===== src/rtl/s2p_pkg.sv =====
// Shared types for the serial-to-parallel frame receiver.
package s2p_pkg;

   typedef enum logic [1:0] {
      S2P_IDLE = 2'd0,
      S2P_RECV = 2'd1,
      S2P_PAR  = 2'd2
   } s2p_state_t;

   localparam int unsigned S2P_N_DEFAULT = 16;

endpackage


===== src/rtl/shiftreg_s2p.sv =====
// N-bit right-shift register: new bits enter at the MSB, so an LSB-first frame ends up in natural order.
module shiftreg_s2p #(
   parameter int unsigned N = 16
) (
   input  logic         clk,
   input  logic         clr,
   input  logic         shift_en,
   input  logic         din,
   output logic [N-1:0] q
);

   always_ff @(posedge clk) begin
      if (clr)
         q <= '0;
      else if (shift_en)
         q <= {din, q[N-1:1]};
   end

endmodule


===== src/rtl/serial_s2p_rx.sv =====
// Serial-to-parallel frame receiver with double-buffered ready/valid output.
// Optional even-parity bit after the data word is enabled by defining S2P_PARITY_EN.
module serial_s2p_rx
   import s2p_pkg::*;
#(
   parameter int unsigned N     = S2P_N_DEFAULT,
   parameter int unsigned CNT_W = $clog2(N + 1)
) (
   input  logic         clk,
   input  logic         rst,
   input  logic         start,
   input  logic         sin,
   output logic [N-1:0] pout,
   output logic         pvalid,
   input  logic         pready,
   output logic         busy,
   output logic         overrun,
   input  logic         clr_ovr,
   output logic         parity_err
);

   s2p_state_t       state, state_nxt;
   logic [CNT_W-1:0] cnt, cnt_nxt;
   logic [N-1:0]     sreg;
   logic [N-1:0]     commit_word;
   logic             shift_en;
   logic             commit;
   logic             drop;

   shiftreg_s2p #(.N(N)) u_sreg (
      .clk      (clk),
      .clr      (!rst),
      .shift_en (shift_en),
      .din      (sin),
      .q        (sreg)
   );

`ifdef S2P_PARITY_EN
   logic par_chk;

   // Word is fully shifted in by the time the parity bit arrives.
   assign commit_word = sreg;
`else
   logic unused_lsb;

   // Word commits on the same cycle its last bit arrives, bypassing the shift register.
   assign commit_word = {sin, sreg[N-1:1]};
   assign unused_lsb  = sreg[0];
`endif

   // Next-state and datapath control
   always_comb begin
      state_nxt = state;
      cnt_nxt   = cnt;
      shift_en  = 1'b0;
      commit    = 1'b0;
`ifdef S2P_PARITY_EN
      par_chk   = 1'b0;
`endif
      case (state)
         S2P_IDLE: begin
            if (start) begin
               shift_en  = 1'b1;
               cnt_nxt   = CNT_W'(1);
               state_nxt = S2P_RECV;
            end
         end
         S2P_RECV: begin
            shift_en = 1'b1;
            if (cnt == CNT_W'(N - 1)) begin
               cnt_nxt = '0;
`ifdef S2P_PARITY_EN
               state_nxt = S2P_PAR;
`else
               state_nxt = S2P_IDLE;
               commit    = 1'b1;
`endif
            end else begin
               cnt_nxt = cnt + CNT_W'(1);
            end
         end
`ifdef S2P_PARITY_EN
         S2P_PAR: begin
            state_nxt = S2P_IDLE;
            commit    = 1'b1;
            par_chk   = 1'b1;
         end
`endif
         default: begin
            state_nxt = S2P_IDLE;
            cnt_nxt   = '0;
         end
      endcase
   end

   assign drop = commit && pvalid && !pready;

   always_ff @(posedge clk) begin
      if (!rst) begin
         state <= S2P_IDLE;
         cnt   <= '0;
         busy  <= 1'b0;
      end else begin
         state <= state_nxt;
         cnt   <= cnt_nxt;
         busy  <= (state_nxt != S2P_IDLE);
      end
   end

   // Holding register: a full, unaccepted buffer drops the new word and flags overrun.
   always_ff @(posedge clk) begin
      if (!rst) begin
         pout    <= '0;
         pvalid  <= 1'b0;
         overrun <= 1'b0;
      end else begin
         if (commit) begin
            if (!drop) begin
               pout   <= commit_word;
               pvalid <= 1'b1;
            end
         end else if (pvalid && pready) begin
            pvalid <= 1'b0;
         end

         if (drop)
            overrun <= 1'b1;
         else if (clr_ovr)
            overrun <= 1'b0;
      end
   end

`ifdef S2P_PARITY_EN
   always_ff @(posedge clk) begin
      if (!rst)
         parity_err <= 1'b0;
      else if (par_chk && ((^sreg) ^ sin))
         parity_err <= 1'b1;
      else if (clr_ovr)
         parity_err <= 1'b0;
   end
`else
   assign parity_err = 1'b0;
`endif

endmodule

===== config.mk =====
export PLATFORM = sky130hd
export DESIGN_NAME = serial_s2p_rx
export DESIGN_NICKNAME = d
export VERILOG_FILES = /design/src/rtl/s2p_pkg.sv /design/src/rtl/shiftreg_s2p.sv /design/src/rtl/serial_s2p_rx.sv
export SDC_FILE = /design/constraint.sdc
export NUM_CORES = 1
export LEC_CHECK = 0
export ABC_AREA = 1
export BUFFER_PORTS_ARGS = -buffer_cell sky130_fd_sc_hd__buf_2
export CORE_MARGIN = 10
export CORE_UTILIZATION = 40
export CTS_CLUSTER_SIZE = 20
export DETAILED_ROUTE_END_ITERATION = 8
export PLACE_DENSITY = 0.59
export SETUP_SLACK_MARGIN = 0.02
export SLEW_MARGIN = 20
export SYNTH_ARGS = -nofsm -noshare
export SYNTH_HDL_FRONTEND = slang
export SYNTH_SLANG_ARGS = --single-unit

===== constraint.sdc =====
create_clock -name clk -period 1.4 [get_ports clk]
set_input_delay 0.07 -clock clk [delete_from_list [all_inputs] [get_ports clk]]
set_output_delay 0.07 -clock clk [all_outputs]
set_load 0.02 [all_outputs]

# Yosys cells after proc, flatten, opt, wreduce, memory -nomap -nowiden
# Cells that the tools add are included.
[totals]
reg_bits = 42
out_inout_bits = 20
[classes]
bitwise_logic = 1
n_addsub = 1
n_eq_ne = 4
reduce_logical = 10
n_mux = 15
[op_table]
columns = ["op", "count"]
rows = [
  ["$mux W5", 2],
  ["$pmux W5 S2", 1],
  ["$mux W1", 8],
  ["$reduce_bool A2 Y1", 3],
  ["$add A5 B1 Y5 const B", 1],
  ["$eq A5 B4 Y1 const B", 1],
  ["$mux W2", 2],
  ["$ne A2 B2 Y1 const B", 2],
  ["$pmux W2 S2", 1],
  ["$reduce_and A2 Y1", 2],
  ["$logic_and A1 B1 Y1", 3],
  ["$eq A2 B1 Y1 const B", 1],
  ["$logic_not A2 Y1", 1],
  ["$pmux W1 S2", 1],
  ["$logic_not A1 Y1", 1],
  ["$not A1 Y1", 1],
]

# Depth between registers and ports, before layout
# Gate-level depths: netlist of run 1.
[depth]
depth_word = 7
ltp_mapped = 8
mapped_depth_nobuf = 7

# Cells and area by module
# Synthesis of run 1 repeated with hierarchy kept, for this count alone.
[hier_totals]
hier_cells = 298
area_unflattened_um2 = 2003.2
[modules_own_cells]
columns = ["mod", "n_inst", "cells_each", "seq_area_each_um2", "area_per_inst_um2"]
rows = [
  ["serial_s2p_rx", 1, 197, 520.5, 1332.5],
  ["shiftreg_s2p", 1, 101, 320.3, 670.6],
]

# Worst setup path before layout of run 1
# No wires, ideal clock.
[synth_path]
path_type = "register to register"
from = "register cnt[0]"
to = "register pout[0]"
period_less_slack_ps = 1308
path_slack_ps = 92
t_arrival_ps = 1198
stages_incl_launch_ff = 8
t_required_ps = 1290
cell_sequence = "dfxtp_1 -> ha_1 -> nand3_1 -> nor2_2 -> buf_6 -> nand4_1 -> nand2_1 -> nor2_1"
[synth_via]
elab_chain_cells = 7
[synth_lines]
columns = ["item", "line_no", "source"]
rows = [
  ["start: declaration", "serial_s2p_rx.sv:23", "logic [CNT_W-1:0] cnt, cnt_nxt;"],
  ["start signal: assignment", "serial_s2p_rx.sv:105", "cnt <= cnt_nxt;"],
  ["$eq A5 B4 Y1 *", "serial_s2p_rx.sv:70", "if (cnt == CNT_W'(N - 1)) begin"],
  ["$mux W1 *", "serial_s2p_rx.sv:70", ""],
  ["$mux W1 *", "serial_s2p_rx.sv:60", "case (state)"],
  ["$logic_and A1 B1 Y1 (2 in a row)", "serial_s2p_rx.sv:96", "assign drop = commit && pvalid && !pready;"],
  ["$not A1 Y1 (no line)", "-", ""],
  ["$reduce_and A2 Y1 (no line) *", "-", ""],
  ["end signal: assignment", "serial_s2p_rx.sv:119", "pout <= commit_word;"],
  ["end: declaration", "serial_s2p_rx.sv:13", "output logic [N-1:0] pout,"],
]
# Every way passes the cells marked *; elsewhere a longest branch is shown, timed or not.
# A chain may end at the register's enable or synchronous reset.

# Final worst setup path of run 1
[layout_path]
from = "register cnt[1]"
to = "register pout[10]"
# Same word-level chain as after synthesis.

==> run metrics, run 1 <==
status=complete, no violations; Layout area overhead=20.7%; global placement routability congestion=0.747; Min-Delay Path Class=input pin to flop; nets=286; GRT overflow=0; synth warn=0; placed wire-length estimate=2590 um; ys async rst share=0; Startpoint Class=flop; Post-DRT Antenna Nets=0; die area=7490 sq um; share of synthesized cell area in full adder, half adder and majority cells=0.00707; IO Port Bufs=24; # rows=24; XOR/XNOR Fraction of Synth Area=0; worst skew pair latency=0.29 ns; R2R Setup Slk=0.11 ns; H-tree depth=2; post-synthesis mux area share=0; Post-Synth Simple-Gate Area=0.247; Die W=86.5 um; DR WL/cell=11.2 um; WP data required=1.63 ns; Reg2Reg Depth=7; Peak supply drop=0.000407 V; CP Class=flop to flop; clk_skew=0.00563 ns; Final Max Tran Viols=0; pin count of the biggest net entering global routing=31; Root Driver=clkbuf_8; share of cells above drive strength 1=0.194; Synth Area per Inst=7.08 sq um; RSZ-0062 raised after global routing=no; DRT Pass-1 Iters=4; Setup crit end=pout[10]; 1st-iter DRT viols=97; CP top delay family=simple AND/OR/NAND/NOR gates; capturing point of the worst reg2reg path=pout[10]; initial antenna violation count=0; vias in the first global route=1,251; Initial Util=0.409; DP Area=1960 sq um; Total Routing Usage GR=0.0940; final WL=3700 um; post-synthesis sequential area ratio=0.464; Synth area leaders=dfxtp_1 46%, inv_1 12%, nand2_1 11%, a21oi_1 5.7%, nand4_1 5.7%; clock sink count=41; endpoints failing hold=0; Core ar.=4320 sq um; CP Max Fanout=8; first-pass GRT wire length=5730 um; CTS buffer count=5; CTS tree=built; compound-gate portion of the synthesized area=0.114; Post-synth EDFFs=0; RR Startpoint=cnt[1]; ant diodes=0; Levels on crit path=7; via count=1,476; Chip Height=86.5 um; Critical Path AT=1.52 ns; Syn Inst Count=250; worst-path cell chain=ha_4 > nand2_2 > nor2_4 > nand4_4 > nand2_1 > inv_1 > nor2_1; synth unique cells=24; main combinational cell family by area after synthesis=simple AND/OR/NAND/NOR gates; setup TNS=0 ns; count leader, synth=inv_1; Pleak=0.963 nW; Max-Cap Viols=0; Final min period=1.29 ns; Critical Path Source=cnt[1]; Synth Register Bits=41; Final Setup Violations=0; drt drc=0; fmax=774 MHz; CP peak stage delay=0.37 ns; Clock transition at path regs=0.07 ns; Buf/Inv on CP=1; vias per cell=4.46; Post-synth top cells=58 x inv_1, 50 x nand2_1, 41 x dfxtp_1; clock tree buffer depth=2; Crit-path slowest cell=dfxtp_2; P per Cell Area=1000 nW/um^2; Worst setup EP type=flop; post-synth top area share=0.464; Yosys top cell by area=dfxtp_1; period utilisation layout=0.923; ys flop type=dfxtp_1; IO Pins=26; Final Cell Area=2140 sq um; post-synthesis cell area=1770 sq um
-- metrics by stage --
stage | worst slack, ns | hold WS [ns] | utilization | power, mW | std cells
2_1_floorplan | 0.0922 | 0.218 | - | 1.35 | 251
3_3_place_gp | 0.0795 | 0.347 | 0.454 | 1.39 | 321
3_5_place_dp | 0.0425 | 0.352 | 0.454 | 1.39 | 321
4_1_cts | 0.0193 | 0.0358 | 0.474 | 2.17 | 328
5_1_grt | 0.0195 | 0.0411 | 0.494 | 2.24 | 331
6_report | 0.108 | 0.0382 | 0.494 | 2.14 | 331
-- timing repair --
item	4_1_cts	5_1_grt
gates resized for setup	0	13
buffers inserted	0	1
setup endpoints to repair	1	25
gates cloned	0	2
pin swaps	0	2
hold buffers	0	0
-- final cells by class --
class	instances	area, sq um
clock buffers	7	86.3
fillers	462	2190
inverters	59	221
multi-input cells	140	732
flip-flops and latches	41	823
well taps	52	65.1
repair buffers	32	209
-- where the power goes --
group          switching (mW)  leakage, nW  total (mW)  internal (mW)
combinational          0.0966        0.584       0.148         0.0514
clock                   0.380       0.0443       0.771          0.391
sequential             0.0185        0.335        1.22           1.20
total                   0.495        0.963        2.14           1.65
-- logic make-up (layout without fill, tap and decap cells) --
kind of cell / Yosys count / count (layout)
and+or+nand+nor: 96 / 98
DFF: 41 / 41
other: 1 / 2
buffers and inverters: 72 / 98
AOI/OAI and AO/OA: 39 / 39
adders and majority gates: 1 / 1
-- layer usage --
layer | track usage | part of all wire | vias to the layer above | wire length, um
met3 | 0.0347 | 0.053 | 5 | 196
li1 | - | - | 825 | -
met1 | 0.127 | 0.54 | 624 | 1980
met5 | 0 | 0 | - | 0
met2 | 0.128 | 0.39 | 22 | 1460
met4 | 0.0442 | 0.017 | 0 | 62
-- worst min-delay path: cells and delay by family --
family,cells,cell delay (ns)
AOI/OAI and AO/OA,1,0.05
and+or+nand+nor,1,0.06
buffers and inverters,2,0.10
-- cells in the final DEF, fill, tap and decap left out, drive strengths merged --
cell / Yosys / final
a211oi: 1 / 1
a21oi: 21 / 21
buf: 7 / 32
clkbuf: 6 / 7
conb: 1 / 2
dfxtp: 41 / 41
ha: 1 / 1
inv: 59 / 59
nand2: 50 / 50
nand3: 3 / 3
nand3b: 1 / 1
nand4: 17 / 19
nor2: 25 / 25
o21ai: 17 / 17
-- state kept, by name, indices dropped and copies added, names as in the netlist --
signal,flops
busy,1
cnt,5
overrun,1
pout,16
pvalid,1
state,2
u_sreg.q,15
-- how the worst min path moves through the flow --
stage / from / endpoint / slack [ns] / cells past startpoint
CTS: clr_ovr / overrun / 0.04 / 4
finish: clr_ovr / overrun / 0.04 / 4
detailed placement: clr_ovr / overrun / 0.35 / 4
floorplan: sin / u_sreg.q[15] / 0.22 / 2
global route: sin / u_sreg.q[15] / 0.04 / 3
global placement: clr_ovr / overrun / 0.35 / 4
No activity file was read; power rests on OpenSTA's default activity.
==> run 2: changes to the inputs <==
Settings changed: CELL_PAD_IN_SITES_DETAIL_PLACEMENT set to 1, CELL_PAD_IN_SITES_GLOBAL_PLACEMENT set to 1, CORE_UTILIZATION 40 to 36, PLACE_DENSITY 0.59 to 0.71.
==> run metrics, run 2 (synthesized netlist as in run 1, its figures left out) <==
WP data required=1.64 ns; IO Port Bufs=24; Final min period=1.26 ns; top flop regs=pout: 16 flops, u_sreg.q: 15 flops, cnt: 5 flops; nets=289; ant diodes=0; Critical Path AT=1.49 ns; number of flip-flops in the largest register=16; Root Driver=clkbuf_8; Post-DRT Antenna Nets=0; met3 routed WL=192 um; drt drc=0; # fillers=626; global placement routability congestion=0.716; CP Max Fanout=6; DR WL/cell=11.8 um; die area=8120 sq um; clock sink count=41; most frequent cells in the layout=58 x inv_1, 49 x nand2_1, 39 x dfxtp_1; commonest non-fill, non-tap cell in the layout=inv_1; CP peak stage delay=0.37 ns; 1st-iter DRT viols=68; Crit-path slowest cell=dfxtp_2; vias per cell=4.43; Final Max Tran Viols=0; pin count of the biggest net entering global routing=31; total power=2.36 mW; IO Pins=26; CTS buffer count=5; most flop-heavy register=pout; placed wire-length estimate=2780 um; met2 WL=1950 um; period utilisation layout=0.898; Min-Delay Path Class=input pin to flop; final WL=4120 um; Die W=90.1 um; Startpoint Class=flop; vias in the first global route=1,593; clock tree buffer depth=2; Chip Height=90.1 um; top sig layer=met4; Pleak=1.00 nW; P per Cell Area=1090 nW/um^2; fmax=795 MHz; worst skew pair latency=0.30 ns; Total Routing Usage GR=0.109; endpoints failing hold=0; GRT overflow=0; Layout area overhead=22.6%; CTS tree=built; # rows=25; status=complete, no violations; Final Setup Violations=0; initial antenna violation count=0; Buf/Inv on CP=2; clk_skew=0.00258 ns; CP top delay family=simple AND/OR/NAND/NOR gates; Initial Util=0.372; post-route worst setup slack=0.143 ns; H-tree depth=2; DRT Pass-1 Iters=4; worst-path cell chain=ha_4 > nand2_2 > nor2_4 > nand4_4 > buf_6 > nand2_1 > inv_1 > nor2_1; Worst setup EP type=flop; first-pass GRT wire length=7370 um; via count=1,550; Core ar.=4750 sq um; pre-CTS WS=-0.000705 ns; RSZ-0062 raised after global routing=no; share of cells above drive strength 1=0.191; Peak supply drop=0.000508 V; Clock transition at path regs=0.08 ns; Max-Cap Viols=0; CP Class=flop to flop; Met1 Routed Length=1900 um
run 2: cell types whose count changed in the layout (fill, tap and decap cells not counted):
cell,previous run,this run
nand4_2,1,0
nand3_1,2,3
nand4_4,2,1
nand3_2,1,0
o21ai_1,0,1
bufinv_16,0,1
nand2_1,47,49
nor2_4,3,2
buf_4,5,10
nand2_2,3,1
nor2_2,0,1
o21ai_2,1,0
run 2: repair_timing:
item | 4_1_cts | 5_1_grt
setup buffers | 2 | 1
endpoints found under the setup margin | 17 | 21
pin swaps | 0 | 1
resized for setup | 0 | 7
hold buffers | 0 | 0
run 2: final cells by class:
| cell class | instances | area, sq um | area share |
|---|---|---|---|
| inverter | 59 | 221 | 0.102 |
| tap | 67 | 83.8 | 0.0386 |
| timing repair buffer | 37 | 246 | 0.114 |
| clock buffer | 7 | 86.3 | 0.0398 |
| multi-input combinational | 138 | 679 | 0.313 |
| clock inverter | 1 | 30.0 | 0.0138 |
| sequential | 41 | 823 | 0.379 |
run 2: worst paths after layout:
check	startpoint	to	slack, ns	depth (start not counted)
worst max-delay path	cnt[1]	pout[5]	0.14	8
worst min-delay path	sin	u_sreg.q[15]	0.02	3
worst max register to register	cnt[1]	pout[5]	0.14	8
worst min register to register	u_sreg.q[10]	u_sreg.q[9]	0.47	2
run 2: worst register-to-register path: cells and delay by family (launching register included):
kind | cells | cell delay [ns]
buffers and inverters | 2 | 0.20
flip-flops | 1 | 0.37
AND/OR/NAND/NOR | 5 | 0.49
adder cells (fa/ha/maj) | 1 | 0.15
run 2: layer usage:
layer / global-route usage / vias up
met5: 0 / -
met4: 0.0517 / 0
met3: 0.0349 / 7
li1: - / 819
met1: 0.125 / 702
met2: 0.179 / 22
run 2: where the power goes:
part           total (mW)  internal (mW)  switching (mW)
Clock               0.990          0.581           0.409
Sequential           1.22           1.20          0.0186
Combinational       0.147         0.0525          0.0944
run 2: through the flow:
stage | hold slack [ns] | instance area (sq um) | std cells | setup TNS [ns] | utilization
floorplan | 0.218 | 1770 | 251 | 0 | -
global placement | 0.335 | 1990 | 339 | 0 | 0.419
detailed placement | 0.340 | 1990 | 339 | -0.000705 | 0.419
CTS | 0.0172 | 2140 | 349 | 0 | 0.449
global route | 0.0494 | 2170 | 350 | 0 | 0.457
finish | 0.0246 | 2170 | 350 | 0 | 0.457
